--- config.mk ---
export PLATFORM = sky130hd
export DESIGN_NAME = unidade_controle
export DESIGN_NICKNAME = d
export VERILOG_FILES = /design/src/rtl/uc_pkg.sv /design/src/rtl/unidade_controle_dec_onehot.sv /design/src/rtl/unidade_controle.sv
export SDC_FILE = /design/constraint.sdc
export NUM_CORES = 1
export LEC_CHECK = 0
export BUFFER_PORTS_ARGS = -buffer_cell sky130_fd_sc_hd__buf_2
export CORE_UTILIZATION = 52
export DETAILED_ROUTE_END_ITERATION = 10
export GPL_TIMING_DRIVEN = 0
export PLACE_DENSITY_LB_ADDON = 0.2
export SLEW_MARGIN = 30
export SYNTH_ARGS = -nofsm -noshare
export SYNTH_HDL_FRONTEND = slang
export SYNTH_SLANG_ARGS = --single-unit
--- constraint.sdc ---
create_clock -name Clock -period 2.9 [get_ports Clock]
set_input_delay 0.58 -clock Clock [delete_from_list [all_inputs] [get_ports Clock]]
set_output_delay 0.58 -clock Clock [all_outputs]
set_load 0.01 [all_outputs]
--- src/rtl/uc_pkg.sv ---
// Shared types and encodings for the control unit, datapath and ALU bench.
// With UC_ILLEGAL_TRAP_EN defined, the state type gains TRAP and widens to 3 bits.
package uc_pkg;

`ifdef UC_ILLEGAL_TRAP_EN
   typedef enum logic [2:0] {T0, T1, T2, T3, TRAP} state_t;
`else
   typedef enum logic [1:0] {T0, T1, T2, T3} state_t;
`endif

   localparam logic [2:0] OP_MV   = 3'b000;
   localparam logic [2:0] OP_MVI  = 3'b001;
   localparam logic [2:0] OP_ADD  = 3'b010;
   localparam logic [2:0] OP_SUB  = 3'b011;
   localparam logic [2:0] OP_NAND = 3'b100;

   localparam logic [2:0] ULA_ADD  = 3'b000;
   localparam logic [2:0] ULA_SUB  = 3'b001;
   localparam logic [2:0] ULA_NAND = 3'b010;
   localparam logic [2:0] ULA_PASS = 3'b111;

endpackage

--- src/rtl/unidade_controle_dec_onehot.sv ---
// 3-bit register index to NREG-bit one-hot; indices >= NREG give all zeros.
module dec_onehot #(
   parameter int NREG = 8
) (
   input  logic [2:0]      i_idx,
   output logic [NREG-1:0] o_onehot
);

   always_comb begin
      o_onehot = '0;
      for (int i = 0; i < NREG; i++)
         o_onehot[i] = (i_idx == 3'(i));
   end

endmodule

--- src/rtl/unidade_controle.sv ---
// Multi-cycle control FSM (T0..T3) sequencing the register file, A/G latches and ALU.
// Macro UC_ILLEGAL_TRAP_EN adds the Erro port and a sticky TRAP state for undefined opcodes.
module unidade_controle
   import uc_pkg::*;
#(
   parameter int NREG = 8,
   parameter int IW   = 9
) (
   input  logic            Clock,
   input  logic            Resetn,
   input  logic            Run,
   input  logic [IW-1:0]   DIN,
   output logic            IRin,
   output logic [NREG-1:0] Rin,
   output logic [NREG-1:0] Rout,
   output logic            Ain,
   output logic            Gin,
   output logic            Gout,
   output logic            DINout,
   output logic [2:0]      OpSelect,
   output logic            Done
`ifdef UC_ILLEGAL_TRAP_EN
   ,
   output logic            Erro
`endif
);

   state_t          r_state, w_next;
   logic [IW-1:0]   r_ir;
   logic [2:0]      w_op;
   logic [NREG-1:0] w_x, w_y;

   assign w_op = r_ir[IW-1 -: 3];

   dec_onehot #(.NREG(NREG)) u_dec_x (.i_idx(r_ir[5:3]), .o_onehot(w_x));
   dec_onehot #(.NREG(NREG)) u_dec_y (.i_idx(r_ir[2:0]), .o_onehot(w_y));

   always_ff @(posedge Clock or negedge Resetn) begin
      if (!Resetn) begin
         r_state <= T0;
         r_ir    <= '0;
      end else begin
         r_state <= w_next;
         if (r_state == T0 && Run)
            r_ir <= DIN;
      end
   end

   always_comb begin
      w_next   = r_state;
      IRin     = 1'b0;
      Rin      = '0;
      Rout     = '0;
      Ain      = 1'b0;
      Gin      = 1'b0;
      Gout     = 1'b0;
      DINout   = 1'b0;
      OpSelect = ULA_PASS;
      Done     = 1'b0;
`ifdef UC_ILLEGAL_TRAP_EN
      Erro     = 1'b0;
`endif
      case (r_state)
         T0: begin
            IRin = Run;
            if (Run)
               w_next = T1;
         end
         T1: begin
            case (w_op)
               OP_MV: begin
                  Rout   = w_y;
                  Rin    = w_x;
                  Done   = 1'b1;
                  w_next = T0;
               end
               OP_MVI: begin
                  DINout = 1'b1;
                  Rin    = w_x;
                  Done   = 1'b1;
                  w_next = T0;
               end
               OP_ADD, OP_SUB, OP_NAND: begin
                  Rout   = w_x;
                  Ain    = 1'b1;
                  w_next = T2;
               end
               default: begin
`ifdef UC_ILLEGAL_TRAP_EN
                  w_next = TRAP;
`else
                  Done   = 1'b1;
                  w_next = T0;
`endif
               end
            endcase
         end
         T2: begin
            Rout   = w_y;
            Gin    = 1'b1;
            w_next = T3;
            case (w_op)
               OP_ADD:  OpSelect = ULA_ADD;
               OP_SUB:  OpSelect = ULA_SUB;
               OP_NAND: OpSelect = ULA_NAND;
               default: OpSelect = ULA_PASS;
            endcase
         end
         T3: begin
            Gout   = 1'b1;
            Rin    = w_x;
            Done   = 1'b1;
            w_next = T0;
         end
`ifdef UC_ILLEGAL_TRAP_EN
         TRAP: begin
            // Sticky until reset: only Erro is driven, OpSelect included in the blanking.
            Erro     = 1'b1;
            OpSelect = 3'b000;
         end
`endif
         default: w_next = T0;
      endcase

      // Reset blanks every output, not just the state-dependent ones.
      if (!Resetn) begin
         IRin     = 1'b0;
         Rin      = '0;
         Rout     = '0;
         Ain      = 1'b0;
         Gin      = 1'b0;
         Gout     = 1'b0;
         DINout   = 1'b0;
         OpSelect = 3'b000;
         Done     = 1'b0;
`ifdef UC_ILLEGAL_TRAP_EN
         Erro     = 1'b0;
`endif
      end
   end

endmodule

==> impl_metrics.toml <==
[synth]
syn_nets = 123
syn_area_per_cell_um2 = 9.28
yosysWarnings = 0
synth_flop_cell = "dfrtp_1"
netlist_instances = 106
ys_seq_area_frac = 0.280
netlist_area_um2 = 983
async_flop_share = 1.00
synth_area_leader_cell = "dfrtp_1"
yosys.cell_types.count = 32
synthTopCellsByArea = "dfrtp_1 28%, mux2_2 10%, o2111ai_1 8.9%"
ys_seq_elements = 11
synthTopCellsByCount = "11 x dfrtp_1, 10 x o2111ai_1, 9 x a21oi_1, 9 x mux2_2, 8 x nor2_1"
synth_top_area_frac = 0.280
yosysMostFrequentCell = "dfrtp_1"
synth_edf_count = 0

[route]
first_pass_iters = 4
via_per_inst = 5.67
totalWireLength_um = 2220
route.detailed.drc = 0
vias = 970
dr.first_iter.drc_count = 14
postRouteAntennaNets = 0
avgRoutedWirePerCell_um = 13.0

[run]
cap_violations = 0

[timing]
slew_violations = 0
post-route-period-util = 0.926
fmax_mhz = 372
fin_setup_tns_ns = 0
worst_pin_slew_ns = 0.453
rsz0062_at_grt = "false"
fin_skew_ns = 0.00691
finalHoldViolCount = 0
period_needed_ns = 2.69
relSlewSlack = 0.697
setup_viol = 0

[clocking]
cts-resized-gates = 0
cts_buffer_depth = 2
cts_setup_buffers = 0
clk_pin_slew_ns = 0.07
h-tree-depth = 1
clock_latency_ns = 0.27
root_buffer = "clkbuf_4"
cts_tree = "done"
numCtsBuffers = 3
ctsHoldBuffers = 0
clock_sinks = 11

[cells_and_area]
layout.nets = 164
final_area_um2 = 1220
num-fill-cells = 151
area_delta_synth_final_pct = 24.2
layout-drive-gt1-share = 0.432
diodes = 0

[worst_setup_path]
cp-end-kind = "output port"
cp_max_fo = 10
cp.required_ns = 2.32
critical-path-max-stage-delay_ns = 0.44
cp_cell_sequence = "inv_1 -> ha_1 -> clkbuf_2 -> nor4b_4 -> o2111ai_1 -> a21oi_1 -> buf_2"
worstPathArrival_ns = 2.11
critPathLaunchType = "register"
crit_type = "register to output port"
crit_slowest_cell = "nor4b_4"

[place]
gp_congestion = 0.768
port_buffers = 36
dp_hpwl_um = 1750
placed_area_um2 = 1190

[global_route]
grtUsageTotal = 0.240
grt_overflow = 0
antenna_found_initial = 0
grt_pass1_wl_um = 3570
grt_pass1_vias = 824
grt_start_max_net_pins = 15

[die]
coreArea_um2 = 1750
fp.dieArea_um2 = 2070
fp.dieW_um = 45.5
die_h_um = 45.5
io-pin-count = 37
rows = 15
start_util = 0.563

[hold_path]
hp-class = "input port to asynchronous set/reset pin"

[power]
ir_drop_uv = 801
total_power_uw = 1160
power.leakage_uw = 0.000582
cellPowerDensity_nw_per_um2 = 947

[status]
status = "finished, final reports clean"
layer usage:
| metal | up-vias | share of wire | global-route usage |
|---|---|---|---|
| li1 | 481 | - | - |
| met1 | 444 | 0.45 | 0.324 |
| met2 | 40 | 0.48 | 0.386 |
| met3 | 5 | 0.049 | 0.0238 |
| met4 | 0 | 0.016 | 0.109 |
| met5 | - | 0 | 0 |
worst max-delay path, delay by kind of cell, from the launching register on:
family                     cells  cell delay [ns]
buffers and inverters          3             0.49
and+or+nand+nor                1             0.44
DFF                            1             0.41
AOI/OAI and AO/OA              2             0.34
adders and majority gates      1             0.16
final timing paths:
check	from	to	slack, ns	depth (start not counted)
worst min-delay path	Resetn	r_state[0]	0.18	1
worst max register to register	r_state[0]	r_ir[1]	1.36	4
min in group Clock	DIN[6]	r_ir[6]	0.54	2
max in group asynchronous	Resetn	r_ir[5]	2.49	1
worst min register to register	register	register	0.62	2
worst max-delay path	register	Rout[6]	0.21	7
registers in the layout, summed over array words and instances, names as in the netlist, named ones only:
register and cells:
r_state 1, r_ir 9
kinds of logic after synthesis:
| logic type | share of synthesized area |
|---|---|
| flops | 0.280 |
| fa+ha+maj | 0.0636 |
| buf+inv | 0.0827 |
| simple gates | 0.210 |
| xor+xnor | 0.00891 |
| mux | 0.103 |
| compound gates | 0.252 |
area by class of cell:
class	count	area, um^2	share of cell area
Multi-Input combinational cell	81	627	0.513
Sequential cell	11	275	0.225
Timing Repair Buffer	36	180	0.148
Buffer	7	55.1	0.0451
Tap cell	25	31.3	0.0256
Clock buffer	4	26.3	0.0215
Inverter	7	26.3	0.0215
metrics by stage:
step / worst slack [ns] / instances / hold slack [ns] / util
after CTS: 0.202 / 171 / 0.184 / 0.700
after global routing: 0.00816 / 171 / 0.195 / 0.700
after floorplan: 0.810 / 106 / 0.284 / -
after detailed placement: 0.500 / 167 / 0.476 / 0.685
final: 0.214 / 171 / 0.183 / 0.700
after global placement: 0.625 / 167 / 0.473 / 0.685
cell usage in the layout, fill, tap and decap left out, drive strengths merged:
cell type,instances
a21boi,2
a21oi,9
and2,2
and2b,3
and3,3
and4,1
buf,41
clkbuf,6
dfrtp,11
ha,5
inv,7
mux2,9
nand2,3
nand2b,2
nor2,8
nor2b,2
nor3,3
nor3b,3
nor4b,1
o2111ai,10
o211ai,7
o21a,1
o21ai,3
o31a,1
o31ai,1
or2,1
xnor2,1
power by group:
part	switching, uW	internal (uW)	total [uW]
clock	47.2	53.1	100
sequential	126	233	359
combinational	377	320	698
Power figures use the tool's default switching activity.
